$ cat src/rtl/lc3_pipeline_controller.sv
// Sequencing controller for the LC3 five-stage pipeline: fill, steady run,
// multi-phase memory stalls, branch flush/refill and operand bypass selects.
module lc3_pipeline_controller (
  input  logic        clock,
  input  logic        reset,
  input  logic        complete_instr,
  input  logic        complete_data,
  input  logic [15:0] IR,
  input  logic [15:0] IR_Exec,
  input  logic [2:0]  NZP,
  output logic        enable_updatePC,
  output logic        enable_fetch,
  output logic        enable_decode,
  output logic        enable_execute,
  output logic        enable_writeback,
  output logic        br_taken,
  output logic        bypass_alu_1,
  output logic        bypass_alu_2,
  output logic        bypass_mem_1,
  output logic        bypass_mem_2,
  output logic [1:0]  mem_state
);

  typedef enum logic [1:0] {
    S_FILL = 2'd0,
    S_RUN  = 2'd1,
    S_MEM  = 2'd2
  } state_t;

  localparam logic [3:0] OP_BR  = 4'b0000;
  localparam logic [3:0] OP_ADD = 4'b0001;
  localparam logic [3:0] OP_LD  = 4'b0010;
  localparam logic [3:0] OP_ST  = 4'b0011;
  localparam logic [3:0] OP_AND = 4'b0101;
  localparam logic [3:0] OP_LDR = 4'b0110;
  localparam logic [3:0] OP_STR = 4'b0111;
  localparam logic [3:0] OP_NOT = 4'b1001;
  localparam logic [3:0] OP_LDI = 4'b1010;
  localparam logic [3:0] OP_STI = 4'b1011;
  localparam logic [3:0] OP_JMP = 4'b1100;
  localparam logic [3:0] OP_LEA = 4'b1110;

  localparam logic [1:0] MS_READ     = 2'd0;
  localparam logic [1:0] MS_IND_READ = 2'd1;
  localparam logic [1:0] MS_WRITE    = 2'd2;
  localparam logic [1:0] MS_IDLE     = 2'd3;

  function automatic logic op_is_alu(input logic [3:0] op);
    return (op == OP_ADD) || (op == OP_AND) || (op == OP_NOT) || (op == OP_LEA);
  endfunction

  function automatic logic op_is_load(input logic [3:0] op);
    return (op == OP_LD) || (op == OP_LDR) || (op == OP_LDI);
  endfunction

  function automatic logic op_is_store(input logic [3:0] op);
    return (op == OP_ST) || (op == OP_STR) || (op == OP_STI);
  endfunction

  state_t     state_q, state_d;
  logic [1:0] cnt_q, cnt_d;
  logic       mem_done_q, mem_done_d;
  logic [2:0] load_dst_q, load_dst_d;
  logic       is_load_q, is_load_d;
  logic       ind_pending_q, ind_pending_d;

  logic [3:0] exec_op;
  logic [3:0] dec_op;
  logic       exec_mem;
  logic       exec_ctrl;
  logic       mem_enter;
  logic       run_go;
  logic       src1_used;
  logic       src2_used;
  logic       alu_hit_1, alu_hit_2;
  logic       mem_hit_1, mem_hit_2;
  logic       unused_ir_bits;

  assign exec_op   = IR_Exec[15:12];
  assign dec_op    = IR[15:12];
  assign exec_mem  = op_is_load(exec_op) || op_is_store(exec_op);
  assign exec_ctrl = (exec_op == OP_BR) || (exec_op == OP_JMP);
  assign mem_enter = (state_q == S_RUN) && exec_mem && !mem_done_q;
  assign run_go    = (state_q == S_RUN) && !mem_enter && !exec_ctrl && complete_instr;

  assign unused_ir_bits = ^{IR[11:9], IR[4:3], IR_Exec[8:0]};

  // Which decode-stage source fields actually carry a register operand.
  assign src1_used = op_is_alu(dec_op) || op_is_load(dec_op) || op_is_store(dec_op);
  assign src2_used = ((dec_op == OP_ADD) || (dec_op == OP_AND)) && !IR[5];

  assign alu_hit_1 = op_is_alu(exec_op) && (IR_Exec[11:9] == IR[8:6]) && src1_used;
  assign alu_hit_2 = op_is_alu(exec_op) && (IR_Exec[11:9] == IR[2:0]) && src2_used;
  assign mem_hit_1 = mem_done_q && is_load_q && (load_dst_q == IR[8:6]) && src1_used;
  assign mem_hit_2 = mem_done_q && is_load_q && (load_dst_q == IR[2:0]) && src2_used;

  always_comb begin
    enable_updatePC  = 1'b0;
    enable_fetch     = 1'b0;
    enable_decode    = 1'b0;
    enable_execute   = 1'b0;
    enable_writeback = 1'b0;
    br_taken         = 1'b0;
    bypass_alu_1     = 1'b0;
    bypass_alu_2     = 1'b0;
    bypass_mem_1     = 1'b0;
    bypass_mem_2     = 1'b0;
    mem_state        = MS_IDLE;
    if (!reset) begin
      case (state_q)
        S_FILL: begin
          enable_updatePC  = 1'b1;
          enable_fetch     = 1'b1;
          enable_decode    = (cnt_q >= 2'd1);
          enable_execute   = (cnt_q >= 2'd2);
          enable_writeback = (cnt_q == 2'd3);
        end
        S_RUN: begin
          if (mem_enter) begin
            enable_updatePC = 1'b0;
          end else if (exec_ctrl) begin
            enable_updatePC = 1'b1;
            br_taken = (exec_op == OP_JMP) || ((IR_Exec[11:9] & NZP) != 3'b000);
          end else if (run_go) begin
            enable_updatePC  = 1'b1;
            enable_fetch     = 1'b1;
            enable_decode    = 1'b1;
            enable_execute   = 1'b1;
            enable_writeback = 1'b1;
            bypass_alu_1     = alu_hit_1;
            bypass_alu_2     = alu_hit_2;
            bypass_mem_1     = mem_hit_1 && !alu_hit_1;
            bypass_mem_2     = mem_hit_2 && !alu_hit_2;
          end
        end
        S_MEM: begin
          if (ind_pending_q) begin
            mem_state = MS_IND_READ;
          end else if (is_load_q) begin
            mem_state = MS_READ;
          end else begin
            mem_state = MS_WRITE;
          end
        end
        default: mem_state = MS_IDLE;
      endcase
    end
  end

  always_comb begin
    state_d       = state_q;
    cnt_d         = cnt_q;
    mem_done_d    = mem_done_q;
    load_dst_d    = load_dst_q;
    is_load_d     = is_load_q;
    ind_pending_d = ind_pending_q;
    case (state_q)
      S_FILL: begin
        if (complete_instr) begin
          if (cnt_q == 2'd3) begin
            state_d = S_RUN;
            cnt_d   = 2'd0;
          end else begin
            cnt_d = cnt_q + 2'd1;
          end
        end
      end
      S_RUN: begin
        if (mem_enter) begin
          state_d       = S_MEM;
          is_load_d     = op_is_load(exec_op);
          ind_pending_d = (exec_op == OP_LDI) || (exec_op == OP_STI);
          if (op_is_load(exec_op)) begin
            load_dst_d = IR_Exec[11:9];
          end
        end else if (exec_ctrl) begin
          state_d    = S_FILL;
          cnt_d      = 2'd0;
          mem_done_d = 1'b0;
        end else if (complete_instr) begin
          // A frozen cycle keeps mem_done so the same IR_Exec is not re-issued.
          mem_done_d = 1'b0;
        end
      end
      S_MEM: begin
        if (complete_data) begin
          if (ind_pending_q) begin
            ind_pending_d = 1'b0;
          end else begin
            state_d    = S_RUN;
            mem_done_d = 1'b1;
          end
        end
      end
      default: begin
        state_d = S_FILL;
        cnt_d   = 2'd0;
      end
    endcase
  end

  always_ff @(posedge clock) begin
    if (reset) begin
      state_q       <= S_FILL;
      cnt_q         <= 2'd0;
      mem_done_q    <= 1'b0;
      load_dst_q    <= 3'd0;
      is_load_q     <= 1'b0;
      ind_pending_q <= 1'b0;
    end else begin
      state_q       <= state_d;
      cnt_q         <= cnt_d;
      mem_done_q    <= mem_done_d;
      load_dst_q    <= load_dst_d;
      is_load_q     <= is_load_d;
      ind_pending_q <= ind_pending_d;
    end
  end

endmodule

$ cat config.mk
export PLATFORM = sky130hd
export DESIGN_NAME = lc3_pipeline_controller
export DESIGN_NICKNAME = d
export VERILOG_FILES = /design/src/rtl/lc3_pipeline_controller.sv
export SDC_FILE = /design/constraint.sdc
export NUM_CORES = 1
export LEC_CHECK = 0
export BUFFER_PORTS_ARGS = -buffer_cell sky130_fd_sc_hd__buf_2
export CAP_MARGIN = 0
export CORE_UTILIZATION = 37
export DETAILED_ROUTE_END_ITERATION = 16
export GPL_ROUTABILITY_DRIVEN = 1
export PLACE_DENSITY_LB_ADDON = 0.05
export SLEW_MARGIN = 25
export SYNTH_ARGS = -nofsm -noshare
export SYNTH_HDL_FRONTEND = slang
export SYNTH_SLANG_ARGS = --single-unit
$ cat constraint.sdc
create_clock -name clock -period 1.8 [get_ports clock]
set_input_delay 0.18 -clock clock [delete_from_list [all_inputs] [get_ports clock]]
set_output_delay 0.18 -clock clock [all_outputs]
set_load 0.005 [all_outputs]
Yosys cells after proc, flatten, opt, wreduce, memory -nomap -nowiden
Cells that the tools add are included.
{"block": "op_classes", "n_addsub": 1, "magnitude_cmp": 2, "eq_ne": 37, "n_mux": 63, "bitwise_logic": 2, "n_reduce_logical": 53}
{"operator": "1-bit 2-to-1 mux", "count": 41}
{"operator": "4-bit == test, second input constant", "count": 9}
{"operator": "2-bit 2-to-1 mux", "count": 13}
{"operator": "4-bit by 3-bit == test with 1-bit output, second input constant", "count": 6}
{"operator": "1-bit logical OR", "count": 20}
{"operator": "1-bit logical AND", "count": 17}
{"operator": "4-bit by 2-bit == test with 1-bit output, second input constant", "count": 4}
{"operator": "2-bit != test, second input constant", "count": 7}
{"operator": "1-bit one-hot mux with 2 select lines", "count": 7}
{"operator": "3-bit == test", "count": 4}
{"operator": "2-bit one-hot mux with 3 select lines", "count": 2}
{"operator": "5-bit AND reduction", "count": 2}
{"operator": "4-bit by 1-bit == test with 1-bit output, second input constant", "count": 2}
{"operator": "1-bit logical NOT", "count": 6}
{"operator": "3-bit != test, second input constant", "count": 2}
{"operator": "3-bit AND reduction", "count": 2}
{"operator": "2-bit == test, second input constant", "count": 2}
{"operator": "4-bit logical NOT", "count": 1}
{"operator": "4-bit AND reduction", "count": 1}
{"operator": "3-bit bitwise AND", "count": 1}
{"operator": "3-bit nonzero test", "count": 1}
{"operator": "2-bit by 1-bit adder with 2-bit output, second input constant", "count": 1}
{"operator": "2-bit by 1-bit == test with 1-bit output, second input constant", "count": 1}
{"operator": "2-bit by 1-bit greater-or-equal comparator with 1-bit output, second input constant", "count": 1}
{"operator": "other kinds (5)", "count": 5}
{"block": "word_totals", "reg_bits": 10, "inputBits": 39, "output_inout_bits": 12, "elab_cells": 164}

Longest topological paths before layout
Gate-level depths: netlist of run 1.
{"block": "logic_depth", "depth_word": 15, "mapped_depth": 5, "ltp_nobuf": 5}

Worst setup path before layout of run 1
OpenSTA, ideal clock, no wires.
{"block": "synth_timing", "path_type": "input port to output port", "start": "input port IR_Exec[15]", "end": "output port bypass_mem_1", "arrival_time_ps": 1257, "setup_slack_ps": 363, "cell_stages": 4, "path_buffers": 0, "path_cell_list": "xnor2_1 -> and2_4 -> or4_4 -> nor4_1"}
{"block": "synth_between", "elab_chain_len": 15, "elab_cells_between_ends": 37, "classes_between": "11 x eq/ne; 5 x mux; 21 x reduce/logical"}
{"element": "from (decl)", "line": "9", "rtl": "input logic [15:0] IR_Exec,"}
{"element": "4-bit by 2-bit == test with 1-bit output, or another cell as far along", "line": "53", "rtl": "return (op == OP_LD) || (op == OP_LDR) || (op == OP_LDI);"}
{"element": "1-bit logical OR, on equally long branches (2 in series)", "line": "53, 57"}
{"element": "1-bit logical OR", "line": "81", "rtl": "assign exec_mem = op_is_load(exec_op) || op_is_store(exec_op);"}
{"element": "1-bit logical AND (2 in series)", "line": "83", "rtl": "assign mem_enter = (state_q == S_RUN) && exec_mem && !mem_done_q;"}
{"element": "1-bit logical NOT", "line": "84", "rtl": "assign run_go = (state_q == S_RUN) && !mem_enter && !exec_ctrl && complete_instr;"}
{"element": "1-bit logical AND (3 in series)", "line": "84"}
{"element": "1-bit 2-to-1 mux", "line": "124", "rtl": "end else if (run_go) begin"}
{"element": "1-bit 2-to-1 mux", "line": "121", "rtl": "end else if (exec_ctrl) begin"}
{"element": "1-bit 2-to-1 mux (*)", "line": "119", "rtl": "if (mem_enter) begin"}
{"element": "1-bit 2-to-1 mux (*)", "line": "110", "rtl": "case (state_q)"}
{"element": "1-bit 2-to-1 mux (*)", "line": "109", "rtl": "if (!reset) begin"}
{"element": "to (decl)", "line": "19", "rtl": "output logic bypass_mem_1,"}
Mark *: on every way between the ends. The rest lies on a longest branch, timed or not.

Worst setup path in the final report of run 1
{"block": "layout_timing", "start": "register mem_done_q", "end": "output port bypass_mem_1"}
{"block": "layout_between", "elab_chain_len": 11, "elab_cells_between_ends": 15, "classes_between": "5 x mux; 10 x reduce/logical"}
{"element": "from (decl)", "line": "62", "rtl": "logic mem_done_q, mem_done_d;"}
{"element": "from (signal assigned)", "line": "213", "rtl": "mem_done_q <= mem_done_d;"}
{"element": "1-bit logical NOT", "line": "83"}
{"element": "1-bit logical AND", "line": "83"}
{"element": "1-bit logical NOT", "line": "84"}
{"element": "1-bit logical AND (3 in series)", "line": "84"}
{"element": "1-bit 2-to-1 mux", "line": "124"}
{"element": "1-bit 2-to-1 mux", "line": "121"}
{"element": "1-bit 2-to-1 mux (*)", "line": "119"}
{"element": "1-bit 2-to-1 mux (*)", "line": "110"}
{"element": "1-bit 2-to-1 mux (*)", "line": "109"}
Marked as above.

==> results.yml, run 1 <==
placement:
  port_buffers: 36
  dp_cells: 178
  place.gp.congestion: 0.8011
  hpwl_mm: 1.680
cts:
  post-cts-setup-buffer-count: 0
  insertion_delay_ns: 0.27
  htreeDepth: 1
  root_buffer: "clkbuf_4"
  cts_buffers: 3
  clockBufferDepth: 2
  clock_sinks: 10
  clkTransAtPathRegs_ns: 0.07
  cts_tree: "done"
die:
  core_um2: 2191
  ios: 51
  floorplan.initialDensity_pct: 39.06
  die_h_um: 50.10
  num_rows: 17
  fp.dieW_um: 50.10
  fp.dieArea_um2: 2510
setup_path:
  cp_data_arrival_time_ns: 1.55
  cp-start-kind: "flop"
  path_class: "flop to primary output"
  cp_cell_sequence: "nand3_1 > or4_4 > nor4_2 > buf_2"
  slowest_stage: "or4_4"
  cp_slowest_stage_delay_ns: 0.54
  crit_required_ns: 1.62
  cpLargestDelayFamily: "simple AND/OR/NAND/NOR gates"
  crit_buf_inv: 1
  crit_fanout: 3
  cp-end-kind: "primary output"
cells_and_area:
  drive_gt1_share_pct: 37.66
  finalNetCount: 197
  area_growth_pct: 34.21
  final_common_cell: "buf_2"
  finish.utilization_pct: 52.43
  instances_no_fill: 182
  fillCellCount: 224
  final_cell_mix: "36 x buf_2, 13 x a21oi_1, 12 x xnor2_1"
  antenna_cells: 0
sta:
  slew_viol_final: 0
  period_needed_ns: 1.727
  relSlewSlack_pct: 75.45
  setup_tns_ns: 0
  worst_pin_slew_ns: 0.3632
  hold_viol: 0
  whs_ns: 0.2186
  final-setup-viol-count: 0
  skew_ns: 0.003671
  fin_crit_sh_pct: 95.96
  fmax_mhz: 578.9
synth:
  yosysTopAreaCellShare_pct: 23.39
  ys.warnings.count: 0
  syn_inst: 113
  synth-seq-cells: 10
  synthTopCellsByArea: "dfxtp_1 23%, xnor2_1 12%, a21oi_1 8.2%, mux2i_1 5.8%, nor2_1 4.8%"
  ys_types: 31
  synth_area_um2: 855.8
  seq_area_frac_synth_pct: 23.39
  syn_area_per_cell_um2: 7.574
  syn_nets: 155
  synth_top_cell_by_area: "dfxtp_1"
grt:
  grt_pass1_vias: 906
  grt_util_all_layers_pct: 20.03
  grt_antenna_before_repair: 0
  grt_max_degree: 17
  grt_pass1_wl_mm: 3.864
  gr-total-overflow: 0
min_path:
  hold_path.class: "input pin to flop"
status:
  status: "finished clean"
power_and_ir_drop:
  ir_worst_vdd_mv: 0.3556
  power.total_w: 0.0005886
  p_leak_nw: 0.4899
  power.density_nw_per_um2: 512.4
routing:
  vias_per_cell: 5.165
  ant_nets: 0
  drtPass1Iterations: 4
  vias: 940
  post_drt_wl_per_cell_um: 12.09
  first_iter_violations: 20
  drc: 0
  routed_wl_mm: 2.200
flow_run:
  drv_cap: 0
==> timing repair <==
action,CTS,global route
endpoints found under the setup margin,1,4
gates cloned,0,0
hold buffers,0,0
pin swaps,1,0
resized for setup,2,4
==> flip-flops by register name (all words and copies together) (netlist names) <==
name,flops
cnt_q,2
is_load_q,1
mem_done_q,1
ind_pending_q,1
load_dst_q,3
state_q,2
==> cell families after synthesis <==
| family | Yosys count | share of synthesized area (%) |
|---|---|---|
| simple gates | 53 | 34.80 |
| compound gates | 22 | 14.33 |
| fa+ha+maj | 3 | 4.386 |
| mux | 6 | 7.164 |
| flops | 10 | 23.39 |
| xor+xnor | 13 | 13.30 |
| buf+inv | 6 | 2.631 |
==> worst register-to-register path, cell delays in order, from the launching register on <==
cell	delay, ns
dfxtp_1	0.33
buf_4	0.16
nor2b_1	0.23
nand4b_1	0.30
mux2i_1	0.23
nor2_1	0.05
==> path summary, 6_finish.rpt <==
kind / from / endpoint / slack [ns] / depth (start not counted)
max: mem_done_q / bypass_mem_1 / 0.07 / 4
min: IR_Exec[11] / load_dst_q[2] / 0.22 / 3
max reg2reg: state_q[0] / load_dst_q[1] / 0.38 / 5
min reg2reg: is_load_q / is_load_q / 0.47 / 2
==> power by group <==
part	internal [W]	switching, W	total [W]
combinational	0.0000745	0.0000726	0.000147
sequential	0.000227	0.00000706	0.000234
clock	0.000123	0.0000848	0.000208
total	0.000424	0.000165	0.000589
==> layout make-up <==
type                    count  area, um^2  area share [%]
inverters                   3       11.26          0.9804
flip-flops and latches     10       202.7           17.65
repair buffers             40       210.2           18.30
clock buffers               4       36.28           3.159
multi-input cells          97       653.1           56.86
well taps                  28       35.03           3.050
==> Yosys cell counts (all sizes together) <==
cell type  count
or2            4
a21oi         14
nor3           4
nor4           1
nor2b          4
and2           1
a211oi         1
nand3          7
o21bai         1
inv            3
ha             3
xor2           1
mux2i          5
nand2b         5
nor4b          1
nand4b         2
nor2          11
nor3b          2
nand4          1
or3            2
xnor2         12
dfxtp         10
mux2           1
nand2          6
o21a           1
or4            1
clkbuf         3
a222oi         1
o21ai          4
and4b          1
==> per-stage QoR <==
step	setup WS, ns	instance area [um^2]
2_1_floorplan	0.3634	855.8
5_1_grt	-0.03905	1149
4_1_cts	0.05078	1129
3_5_place_dp	0.1032	1090
3_3_place_gp	0.07012	1090
6_report	0.07266	1149
==> routing by layer <==
layer	global-route usage [%]	part of all wire, %	vias to the layer above
li1	-	-	477
met1	24.54	48	427
met2	34.00	44	32
met4	7.143	1.1	0
met3	4.012	6.8	4
met5	0	0	-
(Power assumes the default switching activity.)
==> inputs of run 2 (changes only) <==
- CELL_PAD_IN_SITES_DETAIL_PLACEMENT: default -> 1
- CELL_PAD_IN_SITES_GLOBAL_PLACEMENT: default -> 2
- CORE_UTILIZATION: 37 -> 21
==> run 2 against run 1 <==
Net effect: hold slack improved by 0.057 ns; flip-flop and latch count stayed put; final cell count rose by 12%; global-route usage down 6.4 points.
==> results.yml, run 2 (same netlist as run 1, synthesis figures left out) <==
routing:
  routed_wl_mm: 2.707
  post_drt_wl_per_cell_um: 13.27
  vias_per_cell: 4.652
  first_iter_violations: 15
  drtPass1Iterations: 4
  ant_nets: 0
  vias: 949
  drc: 0
cts:
  clock_sinks: 10
  post-cts-setup-buffer-count: 0
  cts_hold_buffers: 0
  clockBufferDepth: 2
  cts_buffers: 3
  insertion_delay_ns: 0.24
  cts_tree: "done"
  clkTransAtPathRegs_ns: 0.05
  htreeDepth: 1
  root_buffer: "clkbuf_8"
grt:
  grt_pass1_wl_mm: 4.526
  grt_pass1_vias: 977
  grt_antenna_before_repair: 0
  gr-total-overflow: 0
  grt_max_degree: 17
  grt_util_all_layers_pct: 13.65
flow_run:
  drv_cap: 0
sta:
  fmax_mhz: 591.0
  hold_viol: 0
  rsz0062_at_grt: "no"
  final-setup-viol-count: 0
  fin_crit_sh_pct: 94.01
  relSlewSlack_pct: 63.83
  skew_ns: 0.003015
  period_needed_ns: 1.692
  worst_pin_slew_ns: 0.5369
  setup_tns_ns: 0
  slew_viol_final: 0
power_and_ir_drop:
  p_leak_nw: 0.5078
  power.density_nw_per_um2: 556.4
  ir_worst_vdd_mv: 0.2495
  power.total_w: 0.0006745
setup_path:
  crit_buf_inv: 1
  cp-end-kind: "primary output"
  cp-start-kind: "flop"
  reg2reg_slack_ns: 0.30
  cpLargestDelayFamily: "simple AND/OR/NAND/NOR gates"
  cp_slowest_stage_delay_ns: 0.51
  crit_required_ns: 1.62
  slowest_stage: "or4_4"
  path_class: "flop to primary output"
  cp_cell_sequence: "nand3_1 > or4_4 > nor3_1 > buf_2"
  crit_fanout: 3
  cp_data_arrival_time_ns: 1.51
status:
  status: "finished clean"
die:
  ios: 51
  num_rows: 22
  die_h_um: 65.84
  fp.dieW_um: 65.84
  core_um2: 3771
  floorplan.initialDensity_pct: 22.69
  fp.dieArea_um2: 4335
min_path:
  hold_path.class: "input pin to flop"
cells_and_area:
  final_common_cell: "buf_2"
  instances_no_fill: 204
  regMostFlops: "load_dst_q"
  antenna_cells: 0
  finalNetCount: 199
  top_regs: "load_dst_q (3), cnt_q (2), state_q (2)"
  fillCellCount: 462
  final_cell_mix: "36 x buf_2, 14 x a21oi_1, 12 x xnor2_1"
  drive_gt1_share_pct: 37.82
  largest_register_ffs: 3
  area_growth_pct: 41.67
placement:
  dp_cells: 200
  port_buffers: 36
  place.gp.congestion: 0.7155
  hpwl_mm: 2.195
run 2: area by class of cell:
type,count,area (um^2),area share (%)
inverters,3,11.26,0.9288
flip-flops and latches,10,202.7,16.72
multi-input cells,97,658.1,54.28
well taps,48,60.06,4.954
repair buffers,42,225.2,18.58
clock buffers,4,55.05,4.541
run 2: what timing repair did:
action / CTS / global route
setup endpoints to repair: 1 / 5
pin swaps: 2 / 1
gates resized for setup: 4 / 2
run 2: layer usage:
metal / wire length (um) / GRT usage (%) / vias to the layer above
li1: - / - / 485
met3: 121 / 1.724 / 2
met5: 0 / 0 / -
met2: 1194 / 21.68 / 24
met4: 7 / 4.076 / 0
met1: 1383 / 18.96 / 438
run 2: power breakdown:
group	switching, W	internal [W]	leakage (nW)
sequential	0.00000734	0.000227	0.0820
combinational	0.0000777	0.0000774	0.397
clock	0.0000922	0.000193	0.0288
run 2: worst paths after layout:
check / cells after the start / endpoint / from
min: 3 / load_dst_q[1] / IR_Exec[10]
max: 4 / bypass_mem_2 / is_load_q
max reg2reg: 5 / load_dst_q[0] / state_q[0]
min reg2reg: 2 / is_load_q / is_load_q
run 2: stage by stage:
step           worst slack [ns]  hold WS, ns  utilization, %  instance area [um^2]
5_1_grt                0.003233       0.3096           32.15                  1212
6_report                 0.1079       0.2755           32.15                  1212
3_3_place_gp            0.03862       0.4779           29.96                  1130
2_1_floorplan            0.3634       0.3239               -                 855.8
4_1_cts                 0.03571       0.2749           31.88                  1202
3_5_place_dp            0.02859       0.4900           29.96                  1130
run 2: worst min-delay path, stage by stage:
cell     delay, ns
buf_2         0.14
mux2i_1       0.08
nor2_1        0.07
